[config.mk]
export PLATFORM = sky130hd
export DESIGN_NAME = rob_recovery_ctrl
export DESIGN_NICKNAME = d
export VERILOG_FILES = /design/src/rtl/rob_recovery_ctrl.sv
export SDC_FILE = /design/constraint.sdc
export NUM_CORES = 1
export LEC_CHECK = 0
export ABC_AREA = 1
export CAP_MARGIN = 20
export CORE_ASPECT_RATIO = 0.9
export CORE_MARGIN = 3
export CORE_UTILIZATION = 45
export CTS_CLUSTER_DIAMETER = 120
export DETAILED_ROUTE_END_ITERATION = 7
export DONT_BUFFER_PORTS = 1
export PLACE_DENSITY = 0.71
export SKIP_LAST_GASP = 1
export SLEW_MARGIN = 20
export SYNTH_ARGS = -nofsm -noshare
export SYNTH_HDL_FRONTEND = slang
export SYNTH_SLANG_ARGS = --single-unit
[constraint.sdc]
create_clock -name clk -period 5 [get_ports clk]
set_input_delay 1 -clock clk [delete_from_list [all_inputs] [get_ports clk]]
set_output_delay 1 -clock clk [all_outputs]
set_load 0.03 [all_outputs]
[src/rtl/rob_recovery_ctrl.sv]
// Branch-mispredict recovery sequencer: flush, youngest-first ROB walk
// releasing destinations and restoring the RAT, then fetch redirect.
module rob_recovery_ctrl #(
    parameter int ADDR_WIDTH    = 32,
    parameter int NUM_ROB_ENTRY = 16,
    parameter int ROB_WIDTH     = 4,
    parameter int PHY_WIDTH     = 6
) (
    input  logic                  clk,
    input  logic                  rst,
    input  logic                  mispredict_valid,
    input  logic [ADDR_WIDTH-1:0] mispredict_target,
    input  logic [ROB_WIDTH-1:0]  rob_head,
    input  logic [ROB_WIDTH:0]    rob_count,
    output logic [ROB_WIDTH-1:0]  walk_idx,
    input  logic [4:0]            walk_rd_arch,
    input  logic [PHY_WIDTH-1:0]  walk_rd_phy_old,
    input  logic [PHY_WIDTH-1:0]  walk_rd_phy_new,
    input  logic                  walk_has_rd,
    output logic                  release_valid,
    input  logic                  release_ready,
    output logic [PHY_WIDTH-1:0]  release_pr,
    output logic [4:0]            restore_arch,
    output logic [PHY_WIDTH-1:0]  restore_pr,
    output logic                  pipe_flush,
    output logic                  redirect_valid,
    output logic [ADDR_WIDTH-1:0] redirect_pc,
    input  logic                  redirect_ready,
    output logic                  rob_clear,
    output logic                  busy
);

    typedef enum logic [1:0] {IDLE, FLUSH, WALK, REDIRECT} state_t;

    localparam logic [ROB_WIDTH-1:0] ONE  = {{(ROB_WIDTH-1){1'b0}}, 1'b1};
    localparam logic [ROB_WIDTH:0]   ONEC = {{ROB_WIDTH{1'b0}}, 1'b1};

    state_t                 state;
    logic [ROB_WIDTH-1:0]   ptr;
    logic [ROB_WIDTH-1:0]   remaining;
    logic [ROB_WIDTH:0]     cnt_m1;
    logic                   need;
    logic                   adv;

    assign cnt_m1 = rob_count - ONEC;
    assign need   = (state == WALK) && walk_has_rd && (walk_rd_arch != 5'd0);
    assign adv    = !need || release_ready;

    always_ff @(posedge clk) begin
        if (rst) begin
            state       <= IDLE;
            ptr         <= '0;
            remaining   <= '0;
            redirect_pc <= '0;
        end else begin
            unique case (state)
                IDLE: begin
                    if (mispredict_valid) begin
                        redirect_pc <= mispredict_target;
                        ptr         <= rob_head + cnt_m1[ROB_WIDTH-1:0];
                        // an empty ROB is illegal; degrade to a bare redirect
                        remaining   <= (rob_count == '0) ? '0
                                                         : cnt_m1[ROB_WIDTH-1:0];
                        state       <= FLUSH;
                    end
                end
                FLUSH: state <= (remaining != '0) ? WALK : REDIRECT;
                WALK: begin
                    if (adv) begin
                        ptr       <= ptr - ONE;
                        remaining <= remaining - ONE;
                        if (remaining == ONE) state <= REDIRECT;
                    end
                end
                REDIRECT: if (redirect_ready) state <= IDLE;
                default: state <= IDLE;
            endcase
        end
    end

    assign walk_idx       = (state == WALK) ? ptr : '0;
    assign release_valid  = need;
    assign release_pr     = need ? walk_rd_phy_new : '0;
    assign restore_arch   = need ? walk_rd_arch    : '0;
    assign restore_pr     = need ? walk_rd_phy_old : '0;
    assign pipe_flush     = (state == FLUSH);
    assign redirect_valid = (state == REDIRECT);
    assign rob_clear      = (state == REDIRECT) && redirect_ready;
    assign busy           = (state != IDLE);

endmodule

After elaboration in Yosys (flattened, before gate mapping) --
Cells that the tools add are included.
Operators by class: mux-type cells 17, equal/unequal tests 8, reduce and logical (&&, ||, !) cells 14, add/subtract/negate cells 4
Operators with widths (number):
- $mux W4 | 6
- $pmux W4 S2 | 2
- $mux W6 | 2
- $sub A4 B1 Y4 const B | 3
- $mux W2 | 4
- $pmux W2 S4 | 1
- $logic_not A5 Y1 | 1
- $mux W5 | 1
- $reduce_bool A5 Y1 | 1
- $add A4 B4 Y4 | 1
- $eq A2 B2 Y1 const B | 2
- $eq A4 B1 Y1 const B | 1
- $ne A2 B1 Y1 const B | 2
- $ne A2 B2 Y1 const B | 2
- $reduce_and A4 Y1 | 1
- $reduce_bool A2 Y1 | 2
- $reduce_bool A4 Y1 | 1
- $logic_and A1 B1 Y1 | 3
- $reduce_and A3 Y1 | 1
- $eq A2 B1 Y1 const B | 1
- $logic_not A2 Y1 | 1
- $reduce_and A2 Y1 | 1
- $logic_not A1 Y1 | 1
- $logic_or A1 B1 Y1 | 1
- $mux W1 | 1
Word-level totals: output and inout bits 58, register bits 42

Logic depth before layout (Yosys ltp) --
depth after elaboration 7, depth in mapped cells 11, mapped depth without buffers 10

Least setup slack after synthesis --
No wires, ideal clock.
path type in2out, start point in walk_rd_arch[3], end point out release_pr[2], required time 4.000 ns, arrival 1.827 ns, cell stages on the path 5, path slack 2.173 ns, cells stage by stage inv_1 -> nand4_1 -> nand2_4 -> buf_2 -> nor2_1
On the way: longest elaborated chain between the ends 3
RTL lines:
- from (decl) | line 16 | input logic [4:0] walk_rd_arch,
- $reduce_bool A5 Y1 | line 46 | assign need = (state == WALK) && walk_has_rd && (walk_rd_arch != 5'd0);
- $logic_and A1 B1 Y1 | line 46
- $mux W6 | line 83 | assign release_pr = need ? walk_rd_phy_new : '0;
- to (decl) | line 22 | output logic [PHY_WIDTH-1:0] release_pr,
No other way between the ends.

Worst setup path in the final report --
start point reg state[0], end point out restore_arch[0]
On the way: longest elaborated chain between the ends 4
RTL lines:
- from (decl) | line 38 | state_t state;
- from (signal assigned) | line 67 | FLUSH: state <= (remaining != '0) ? WALK : REDIRECT;
- $eq A2 B2 Y1 | line 46
- $logic_and A1 B1 Y1 (2 in series) | line 46
- named net release_valid | line 20 | output logic release_valid,
- $mux W5 | line 84 | assign restore_arch = need ? walk_rd_arch : '0;
- to (decl) | line 23 | output logic [4:0] restore_arch,
The timed path passes the listed nets, and every way through them passes these cells.

==> run metrics <==
outcome finished clean; postcts setup bufs 0; RSZ-0062 raised after global routing no; Hold Buf Count CTS 0; async set or reset register ratio after synthesis 0%; Pre-antenna DRT Iters 4; Top Usage Layer GRT met2; nets@finish ~400; Detailed Place HPWL between 3000 and 4000 microns; Worst VDD drop ~350 uV; Reg2Reg Setup Slack 2.45 ns; CTS tree yes; layout cell share with drive strength beyond 1 about 5.0%; die area ~0.0057 sq mm; Core ar. about 0.0046 sq mm; synthesized area per cell roughly 6.8 sq um; sink of the worst hold path remaining[3]$_SDFFE_PP0P_; first-pass GRT wire length 8170 microns; htree depth 2; IO buf count 0; highest-count cells in the layout ignoring fill and taps nor2_1 (99), inv_1 (42), o21ai_0 (42), dfxtp_1 (42), nand2_1 (31); ant diodes 0; Hold/Removal Path Class reg -> reg; setup_tns 0 ns; met1 usage between 20% and 30%; initial antenna violation count 0; Worst-path clk slew approximately 0.080 ns; Max Slew Vio Count 0; Tot GR Track Use between 10% and 20%; Worst EP required 4.00 ns; crit path DAT around 2.0 ns; Final ANT Viol Nets 0; Initial Utilization 47.9%; EDFF count, synth 0; ys flop type dfxtp_1; die width 79.6 microns; Num Clock Sinks 42; CP Launch Type flip-flop; Vias/cell 5.07; Yosys warning count 0; max cap viols 0; Area growth, synth to finish 7.14%; Worst Setup Path Type reg -> out; r2r endpoint redirect_pc[26]$_SDFFE_PP0P_; pwr/cell area 647 mW/mm^2; Hold Slack 0.503 ns; clock tree buffer depth 2; Final setup viols 0; Crit Reg-Reg Startpoint state[0]$_SDFFE_PP0P_; via count roughly 1900; Slew Limit Headroom between 30% and 40%; fin crit period approximately 3.0 ns; Synth Net Count roughly 400; post-synthesis instance total roughly 320; root buf cell clkbuf_8; commonest non-fill, non-tap cell in the layout nor2_1; vias in the first global route approximately 1900; Post-Syn Area ~0.0022 sq mm; M2 GR Usage 30.5%; largest net degree at the start of global routing 38; hold path depth 2; HP Start remaining[3]$_SDFFE_PP0P_; fin crit share ~60%; IO Pins ~120; Lkg Pwr between 1 and 1.5 nW; clk_skew around 0.0034 ns; detailed-route wire length per cell approximately 13 microns; register area share after synthesis 38.4%; Hold Vio Cnt, Final 0; post-CTS sizing 0; 1st-iter DRT viols slightly above 90; Slew @ Worst Pin a little under 1 ns; Yosys cell types 23; worst reg2reg path depth 6; # DRC 0; CP Capture Type primary output; die height slightly above 70 microns; top achievable clock speed approximately 330 MHz; Rows 23; Post-Route WL 5080 microns; routability cong. 0.823; clk_lat worst skew roughly 0.29 ns; total CTS buffers 5; Synth Register Bits 42; Filler cells a little under 500; global route overflow 0; crit-path max FO 16; M3 GR Usage slightly below 7%
## routing by layer
layer	vias to the layer above	routed length (microns)
li1	991	-
met1	843	2070
met2	90	2410
met3	8	533
met4	0	69
met5	-	0
## Yosys cell counts, drive strengths merged (2+ instances only)
cell | number | area share [%]
a21oi | 7 | 1.6
buf | 6 | 1.7
clkbuf | 6 | 1.0
dfxtp | 42 | 38
ha | 13 | 7.4
inv | 46 | 7.9
nand2 | 33 | 6.3
nand3 | 13 | 3.0
nand4 | 3 | 0.86
nor2 | 99 | 17
nor3 | 2 | 0.46
o21ai | 43 | 10
o22ai | 2 | 0.57
xnor2 | 2 | 0.80
xor2 | 2 | 0.80
## how the worst max path moves through the flow
stage                          startpoint         endpoint  slack, ns  depth (start not counted)
CTS                 state[0]$_SDFFE_PP0P_  restore_arch[0]       1.98                          8
floorplan                 walk_rd_arch[3]    release_pr[2]       2.17                          5
global placement          walk_rd_arch[2]  restore_arch[0]       2.22                          6
global route        state[0]$_SDFFE_PP0P_  restore_arch[0]       1.82                          8
detailed placement        walk_rd_arch[2]  restore_arch[0]       2.19                          6
finish              state[0]$_SDFFE_PP0P_  restore_arch[0]       2.00                          8
## critical path, cell delays in order (launching register included)
cell     delay [ns]
dfxtp_1        0.36
inv_1          0.13
ha_1           0.45
nand2_4        0.09
inv_2          0.08
nand2_4        0.12
inv_2          0.19
nand2_1        0.07
inv_1          0.21
## cells by family after synthesis
kind of cell	Yosys count	synth area share, %
adder cells (fa/ha/maj)	14	8.34
flip-flops	42	38.4
AO/OA/AOI/OAI	53	12.9
buffers and inverters	58	10.6
XOR/XNOR	4	1.60
AND/OR/NAND/NOR	152	28.2
## flip-flops by register name, indices dropped and copies added (netlist names)
signal	cells
remaining	4
redirect_pc	32
state	2
ptr	4
## report_power, final
| part | switching (mW) | internal, mW |
|---|---|---|
| Combinational | 0.364 | 0.178 |
| Clock | 0.117 | 0.200 |
| Sequential | 0.219 | 0.441 |
## area by class of cell
type	instances	area, sq um	area share (%)
multi-input cells	223	1120	47.7
flip-flops and latches	42	841	35.8
inverters	46	173	7.36
well taps	62	77.6	3.30
clock buffers	5	68.8	2.93
clock inverters	3	68.8	2.93
## per-stage QoR
step                utilization [%]  setup WS, ns  instance area, sq um  total power, mW  std cells
global route                   51.3          1.82                  2350             1.64        381
CTS                            51.3          1.98                  2350             1.53        381
finish                         51.3          2.00                  2350             1.52        381
detailed placement             48.3          2.19                  2210             1.22        373
floorplan                         -          2.17                  2190             1.12        323
global placement               48.3          2.22                  2210             1.20        373
Note: power is estimated with default switching activity, not from simulation.
